===== src/rtl/uio_arb_pkg.sv =====
// Shared types and parameter defaults for the uio pad-port arbiter.
package uio_arb_pkg;

    typedef enum logic [1:0] {
        ST_IDLE = 2'd0,
        ST_TURN = 2'd1,
        ST_OWN  = 2'd2
    } arb_state_e;

    localparam int DEF_MAX_BURST  = 4;
    localparam int DEF_TURNAROUND = 1;

    function automatic logic [1:0] onehot2(input logic idx);
        return idx ? 2'b10 : 2'b01;
    endfunction

endpackage


===== src/rtl/uio_arb_rr.sv =====
// Two-way round-robin winner picker: a lone requester wins, a tie goes to
// whichever requester did not own the bus last.
module uio_arb_rr (
    input  logic [1:0] i_req,
    input  logic       i_last,
    output logic       o_winner,
    output logic       o_valid
);

    always_comb begin
        o_valid  = |i_req;
        o_winner = (i_req == 2'b11) ? ~i_last : i_req[1];
    end

endmodule


===== src/rtl/uio_port_arbiter.sv =====
// Arbitrates two requesters onto the shared uio pad port, inserting bus-quiet
// turnaround cycles whenever the pad direction flips.
module uio_port_arbiter
    import uio_arb_pkg::*;
#(
    parameter int MAX_BURST  = DEF_MAX_BURST,
    parameter int TURNAROUND = DEF_TURNAROUND
) (
    input  logic       clk,
    input  logic       rst_n,
    input  logic       ena,
    input  logic [1:0] req,
    input  logic [1:0] wr,
    input  logic [7:0] wdata0,
    input  logic [7:0] wdata1,
    output logic [1:0] grant,
    output logic [7:0] rdata,
    output logic       rvalid,
    output logic       rid,
    input  logic [7:0] uio_in,
    output logic [7:0] uio_out,
    output logic [7:0] uio_oe
);

    localparam logic [3:0] LP_LAST_BEAT = 4'(MAX_BURST - 1);
    localparam logic [1:0] LP_LAST_TURN = 2'(TURNAROUND - 1);

    arb_state_e r_state, w_state_next;
    logic       r_owner, w_owner_next;
    logic       r_dir, w_dir_next;
    logic       r_last, w_last_next;
    logic [3:0] r_beat_cnt, w_beat_cnt_next;
    logic [1:0] r_turn_cnt, w_turn_cnt_next;
    logic [1:0] r_grant, w_grant_next;
    logic [7:0] r_rdata;
    logic       r_rvalid;
    logic       r_rid;

    logic       w_winner;
    logic       w_any_req;
    logic       w_beat;
    logic       w_wr_beat;
    logic       w_rd_beat;
    logic [7:0] w_wdata;

    uio_arb_rr u_rr (
        .i_req    (req),
        .i_last   (r_last),
        .o_winner (w_winner),
        .o_valid  (w_any_req)
    );

    // ena gates the beat so the pads release in the same cycle ena drops.
    assign w_beat    = ena & (r_state == ST_OWN) & req[r_owner];
    assign w_wr_beat = w_beat & r_dir;
    assign w_rd_beat = w_beat & ~r_dir;
    assign w_wdata   = r_owner ? wdata1 : wdata0;

    assign uio_oe  = w_wr_beat ? 8'hFF : 8'h00;
    assign uio_out = w_wr_beat ? w_wdata : 8'h00;
    assign grant   = r_grant;
    assign rdata   = r_rdata;
    assign rvalid  = r_rvalid;
    assign rid     = r_rid;

    always_comb begin
        w_state_next    = r_state;
        w_owner_next    = r_owner;
        w_dir_next      = r_dir;
        w_last_next     = r_last;
        w_beat_cnt_next = r_beat_cnt;
        w_turn_cnt_next = r_turn_cnt;

        if (!ena) begin
            w_state_next = ST_IDLE;
        end else begin
            case (r_state)
                ST_IDLE: begin
                    if (w_any_req) begin
                        w_owner_next = w_winner;
                        if (wr[w_winner] == r_dir) begin
                            w_state_next    = ST_OWN;
                            w_beat_cnt_next = 4'd0;
                        end else begin
                            w_state_next    = ST_TURN;
                            w_dir_next      = wr[w_winner];
                            w_turn_cnt_next = 2'd0;
                        end
                    end
                end
                ST_TURN: begin
                    if (r_turn_cnt == LP_LAST_TURN) begin
                        w_state_next    = ST_OWN;
                        w_beat_cnt_next = 4'd0;
                    end else begin
                        w_turn_cnt_next = r_turn_cnt + 2'd1;
                    end
                end
                ST_OWN: begin
                    if (w_beat) begin
                        w_beat_cnt_next = r_beat_cnt + 4'd1;
                    end
                    // A cycle without a beat releases the bus, as does the final beat.
                    if (!w_beat || (r_beat_cnt == LP_LAST_BEAT)) begin
                        w_state_next = ST_IDLE;
                        w_last_next  = r_owner;
                    end
                end
                default: begin
                    w_state_next = ST_IDLE;
                end
            endcase
        end

        w_grant_next = (w_state_next == ST_OWN) ? onehot2(w_owner_next) : 2'b00;
    end

    always_ff @(posedge clk or negedge rst_n) begin
        if (!rst_n) begin
            r_state    <= ST_IDLE;
            r_owner    <= 1'b0;
            r_dir      <= 1'b0;
            r_last     <= 1'b1;
            r_beat_cnt <= 4'd0;
            r_turn_cnt <= 2'd0;
            r_grant    <= 2'b00;
        end else begin
            r_state    <= w_state_next;
            r_owner    <= w_owner_next;
            r_dir      <= w_dir_next;
            r_last     <= w_last_next;
            r_beat_cnt <= w_beat_cnt_next;
            r_turn_cnt <= w_turn_cnt_next;
            r_grant    <= w_grant_next;
        end
    end

    always_ff @(posedge clk or negedge rst_n) begin
        if (!rst_n) begin
            r_rdata  <= 8'h00;
            r_rvalid <= 1'b0;
            r_rid    <= 1'b0;
        end else begin
            r_rvalid <= w_rd_beat;
            if (w_rd_beat) begin
                r_rdata <= uio_in;
                r_rid   <= r_owner;
            end
        end
    end

endmodule


===== config.mk =====
export PLATFORM = sky130hd
export DESIGN_NAME = uio_port_arbiter
export DESIGN_NICKNAME = d
export VERILOG_FILES = /design/src/rtl/uio_arb_pkg.sv /design/src/rtl/uio_arb_rr.sv /design/src/rtl/uio_port_arbiter.sv
export SDC_FILE = /design/constraint.sdc
export NUM_CORES = 1
export LEC_CHECK = 0
export ABC_AREA = 1
export BUFFER_PORTS_ARGS = -buffer_cell sky130_fd_sc_hd__buf_4
export CAP_MARGIN = 20
export CORE_AREA = 5 5 64 66
export CTS_CLUSTER_SIZE = 24
export DETAILED_ROUTE_END_ITERATION = 6
export DIE_AREA = 0 0 69 71
export PLACE_DENSITY = 0.68
export RECOVER_POWER = 100
export SETUP_SLACK_MARGIN = 0.3
export SLEW_MARGIN = 5
export SYNTH_ARGS = -nofsm -noshare
export SYNTH_HDL_FRONTEND = slang
export SYNTH_SLANG_ARGS = --single-unit

===== constraint.sdc =====
create_clock -name clk -period 3.56 [get_ports clk]
set_input_delay 0.356 -clock clk [delete_from_list [all_inputs] [get_ports clk]]
set_output_delay 0.356 -clock clk [all_outputs]
set_load 0.02 [all_outputs]

---- Word level (Yosys, flattened, before mapping) ----
Index checks and enable logic that the tools add are counted.
storage, ports and cells
  register bits ........................... 23
  input bits .............................. 31
  output and inout bits ................... 28
  word-level logic and storage cells ...... 72
cells by class
  add/subtract/negate cells ............... 2
  $lt $le $gt $ge ......................... 2
  equality and inequality tests ........... 12
  multiplexer cells ....................... 28
  bitwise logic cells ..................... 7
  reductions and logical operators ........ 11
operator list
  kind                                                 count
  two-way mux 8 bit                                    3
  two-way mux 2 bit                                    10
  two-way mux 4 bit                                    4
  one-hot mux 4 bit (3 select lines)                   1
  != test 2 bit (second input constant)                5
  two-way mux 1 bit                                    8
  == test 2 bit (second input constant)                3
  one-hot mux 2 bit (3 select lines)                   1
  AND reduction 6 bit                                  1
  AND reduction 5 bit                                  1
  adder 4 x 1 -> 4 bit (second input constant)         1
  bitwise AND 1 bit                                    4
  == test 4 x 2 -> 1 bit (second input constant)       1
  zero test 2 bit                                      2
  < comparator 1 x 2 -> 1 bit (second input constant)  2
  one-hot mux 2 bit (2 select lines)                   1
  AND reduction 4 bit                                  1
  NOT 1 bit                                            3
  AND reduction 3 bit                                  1
  nonzero test 3 bit                                   1
  adder 2 x 1 -> 2 bit (second input constant)         1
  == test 2 x 1 -> 1 bit (second input constant)       1
  != test 2 x 1 -> 1 bit (second input constant)       1
  nonzero test 2 bit                                   1
  4 further kinds                                      4

---- Depth between registers and ports, before layout ----
  depth after elaboration ................. 11
  mapped depth ............................ 9
  mapped depth without buffers ............ 9

---- Hierarchy ----
From an unflattened synthesis, not the netlist that was laid out.
second synthesis, totals
  cells, all modules ...................... 188
  area, all modules ....................... 1417.6 um2
by module, submodules not included
  module            instances  cells each  area an instance (um2)  sequential area each (um2)
  uio_port_arbiter  1          185         1402.6                  576.8
  uio_arb_rr        1          3           15.0                    0.0

---- Worst setup path before layout ----
OpenSTA, ideal clock, no wires.
  path kind ............................... flip-flop to output port
  from .................................... reg r_state[0]
  to ...................................... out uio_out[0]
  arrival time ............................ 1554 ps
  data required time ...................... 3204 ps
  path slack .............................. 1650 ps
  stages on the path, launching flop included .. 8
  path buffers ............................ 0
  cells stage by stage .................... dfrtp_1 -> inv_1 -> nand2_2 -> nor2_4 -> nand2_4 -> nor2_2 -> inv_2 -> a21oi_1
between the ends
  cells in the longest elaborated chain, start to end .. 5
ends and longest elaborated chain
  what                            line                     source
  start: declaration              uio_port_arbiter.sv:28   arb_state_e r_state, w_state_next;
  start signal: assignment        uio_port_arbiter.sv:128  r_state <= w_state_next;
  == test 2 bit                   uio_port_arbiter.sv:54   assign w_beat = ena & (r_state == ST_OWN) & req[r_owner];
  bitwise AND 1 bit (2 in a row)  uio_port_arbiter.sv:54
  bitwise AND 1 bit               uio_port_arbiter.sv:55   assign w_wr_beat = w_beat & r_dir;
  named net w_wr_beat             uio_port_arbiter.sv:42   logic w_wr_beat;
  two-way mux 8 bit               uio_port_arbiter.sv:60   assign uio_out = w_wr_beat ? w_wdata : 8'h00;
  end: declaration                uio_port_arbiter.sv:21   output logic [7:0] uio_out,
The timed path passes the listed nets, and every way through them passes these cells.

---- Worst setup path after layout ----
  from .................................... reg r_owner
  to ...................................... out uio_out[0]
between the ends
  cells in the longest elaborated chain, start to end .. 5
  elaborated cells on any way between the ends .. 6
  those cells by class .................... mux (4); bitwise (2)
ends and longest elaborated chain
  what                                                  line                     source
  start: declaration                                    uio_port_arbiter.sv:29   logic r_owner, w_owner_next;
  start signal: assignment                              uio_port_arbiter.sv:129  r_owner <= w_owner_next;
  two-way mux 1 bit (implied by the code) (2 in a row)  uio_port_arbiter.sv:54
  bitwise AND 1 bit                                     uio_port_arbiter.sv:54
  bitwise AND 1 bit                                     uio_port_arbiter.sv:55
  two-way mux 8 bit *                                   uio_port_arbiter.sv:60
Mark *: on every way between the ends. The rest lies on a longest branch, timed or not. The select of a mux whose other input is x is not followed.

==> flow_summary.yaml <==
outcome:
  status: "completed"
setup_path:
  ff2ff_setup_slack_ns: 1.45
  crit_path_end_kind: "output pin"
  critPathArrivalTime_ns: 2.47
  cp.required_ns: 3.20
  startpoint_type: "flop"
  path_max_fanout: 11
  worstSetupPathType: "flop to output pin"
drt:
  wl_per_cell_um: 11.46
  ant_nets: 0
  vias_per_cell: 4.741
  route.met2.wl_um: 1512
  highest_layer: "met4"
  first_pass_iters: 4
  totalWireLength_um: 3232
  drt_iter0_drc: 52
  drc: 0
  wl_met1_um: 1405
  dr_wl_met3_um: 249
  vias: 1337
logic_synthesis:
  synth-edff-count: 0
  netlist_area_um2: 1333
  netlist_instances: 183
  ys_warn_count: 0
  yosysSeqAreaShare_pct: 43.29
  synth_flop_cell: "dfrtp_1"
  avgSynthCellArea_um2: 7.282
  yosys_register_bits: 23
  synthDistinctLibCells: 24
  synth_fp_nets: 216
  async_flop_share_pct: 100.0
final_layout:
  area_delta_synth_final_pct: 27.51
  nNetsFinal: 268
  antennaDiodeCount: 0
  drive_gt1_share_pct: 20.94
global_routing:
  grt_pass1_vias: 1208
  grt_pass1_wl_um: 5250
  grt.total_usage_pct: 12.73
  grt_max_degree: 24
  overflow: 0
  antenna_found_initial: 0
floorplan:
  start_util_pct: 37.82
  core-area_um2: 3523
  ios: 59
  rows: 22
  die_area_um2: 4899
  fp.dieH_um: 71
  die_w_um: 69
placement:
  place_ws_ns: 1.318
  io_buffer_count: 58
  hpwl_um: 2564
  gp_congestion: 0.8668
clock_tree:
  cts_buffers: 3
  cts_setup_buffers: 0
  clkLatencyLatePin_ns: 0.32
  ctsResizeCount: 0
  numClockSinks: 23
  holdBufCountCts: 1
  cts_root_buffer: "clkbuf_4"
  path_clk_slew_ns: 0.14
  cts_tree: "built"
  clk_path_buf_depth: 2
  h-tree-depth: 1
power:
  p_per_area_nw_per_um2: 610.9
  leakage_nw: 0.9093
  ir_worst_vdd_uv: 207.7
timing:
  period_minus_slack_ns: 2.829
  rsz0062_at_grt: "false"
  setup_ws_ns: 0.7309
  skew_ns: 0.005910
  tns_ns: 0
  period_share_pct: 79.47
  relSlewSlack_pct: 17.25
  timing.fmax_mhz: 353.5
  slew_viol_final: 0
  setup_violations: 0
  finalHoldViolCount: 0
  tightestPinTransition_ns: 1.241
hold_path:
  hp-class: "input port to flop"
job:
  cap_violations: 0
[area by class of cell]
class                   instances  area [um^2]
fillers                       383         1824
multi-input cells             129        586.8
flip-flops and latches         23        576.8
repair buffers                 59        374.1
inverters                      19        71.32
well taps                      48        60.06
clock buffers                   3        22.52
clock inverters                 1        7.507
[report_power, final]
group	internal [mW]	switching, mW	total [mW]
combinational	0.153	0.326	0.479
sequential	0.347	0.0833	0.430
clock	0.0429	0.0861	0.129
[cells in the mapped netlist (2+ instances only)]
cell | count | area share (%)
inv_2 | 2 | 0.56
a21oi_1 | 12 | 4.5
clkbuf_1 | 2 | 0.56
ha_1 | 2 | 1.9
dfrtp_1 | 22 | 41
nand2_1 | 65 | 18
nand4_1 | 2 | 0.94
nand3_1 | 14 | 5.3
nor2_2 | 4 | 1.9
o21ai_0 | 8 | 3.0
buf_4 | 9 | 5.1
nor2_1 | 12 | 3.4
nor3_1 | 2 | 0.75
inv_1 | 17 | 4.8
[critical path, cell delays in order, from the launching register on]
cell and delay, ns:
dfrtp_1 0.53, inv_1 0.31, nand2_1 0.09, nand2_1 0.12, nand2_1 0.20, nor2_1 0.43
inv_2 0.15, a21oi_1 0.16, buf_4 0.16
[placed cells by master, fill, tap and decap left out, drive strengths merged, types with 2 or more instances in the layout]
| master | count |
|---|---|
| nand3 | 14 |
| o21ai | 8 |
| clkbuf | 22 |
| dfrtp | 22 |
| ha | 2 |
| nor2 | 17 |
| nor3 | 2 |
| a21oi | 12 |
| buf | 39 |
| nand2 | 67 |
| nand4 | 2 |
| inv | 19 |
[worst paths after layout]
| check | startpoint | end | depth (start not counted) |
|---|---|---|---|
| setup / recovery | r_owner | uio_out[0] | 8 |
| hold / removal | uio_in[2] | rdata[2] | 3 |
| setup reg to reg | r_owner | rid | 7 |
| hold reg to reg | r_turn_cnt[1] | r_turn_cnt[1] | 2 |
| max in group asynchronous | rst_n | r_state[1] | 2 |
| min in group asynchronous | rst_n | r_beat_cnt[3] | 2 |
[state kept, by name, indices dropped and copies added (netlist names)]
signal      cells
rdata           8
r_beat_cnt      4
grant           2
r_state         2
r_turn_cnt      2
r_dir           1
r_last          1
r_owner         1
rid             1
rvalid          1
[routing by layer]
metal,global-route usage (%),up-vias
li1,-,672
met1,14.67,611
met2,21.72,48
met3,3.977,6
met4,5.640,0
met5,0,-
[through the flow]
stage	instances	cell area, um^2	hold slack [ns]	power [mW]	util, %
6_report	282	1699	0.2263	1.038	48.22
5_1_grt	282	1699	0.2204	1.132	48.22
4_1_cts	282	1788	0.2177	1.105	50.75
3_5_place_dp	277	1748	0.2688	0.9745	49.61
3_3_place_gp	277	1748	0.2711	0.9724	49.61
2_1_floorplan	183	1333	0.06041	0.7880	-
[kinds of logic after synthesis]
logic type	synth area share, %
and+or+nand+nor	32.68
buffers and inverters	11.36
AOI/OAI and AO/OA	9.484
DFF	43.29
xor gates and xnor gates	1.315
adders and majority gates	1.878
No activity file was read; power rests on OpenSTA's default activity.
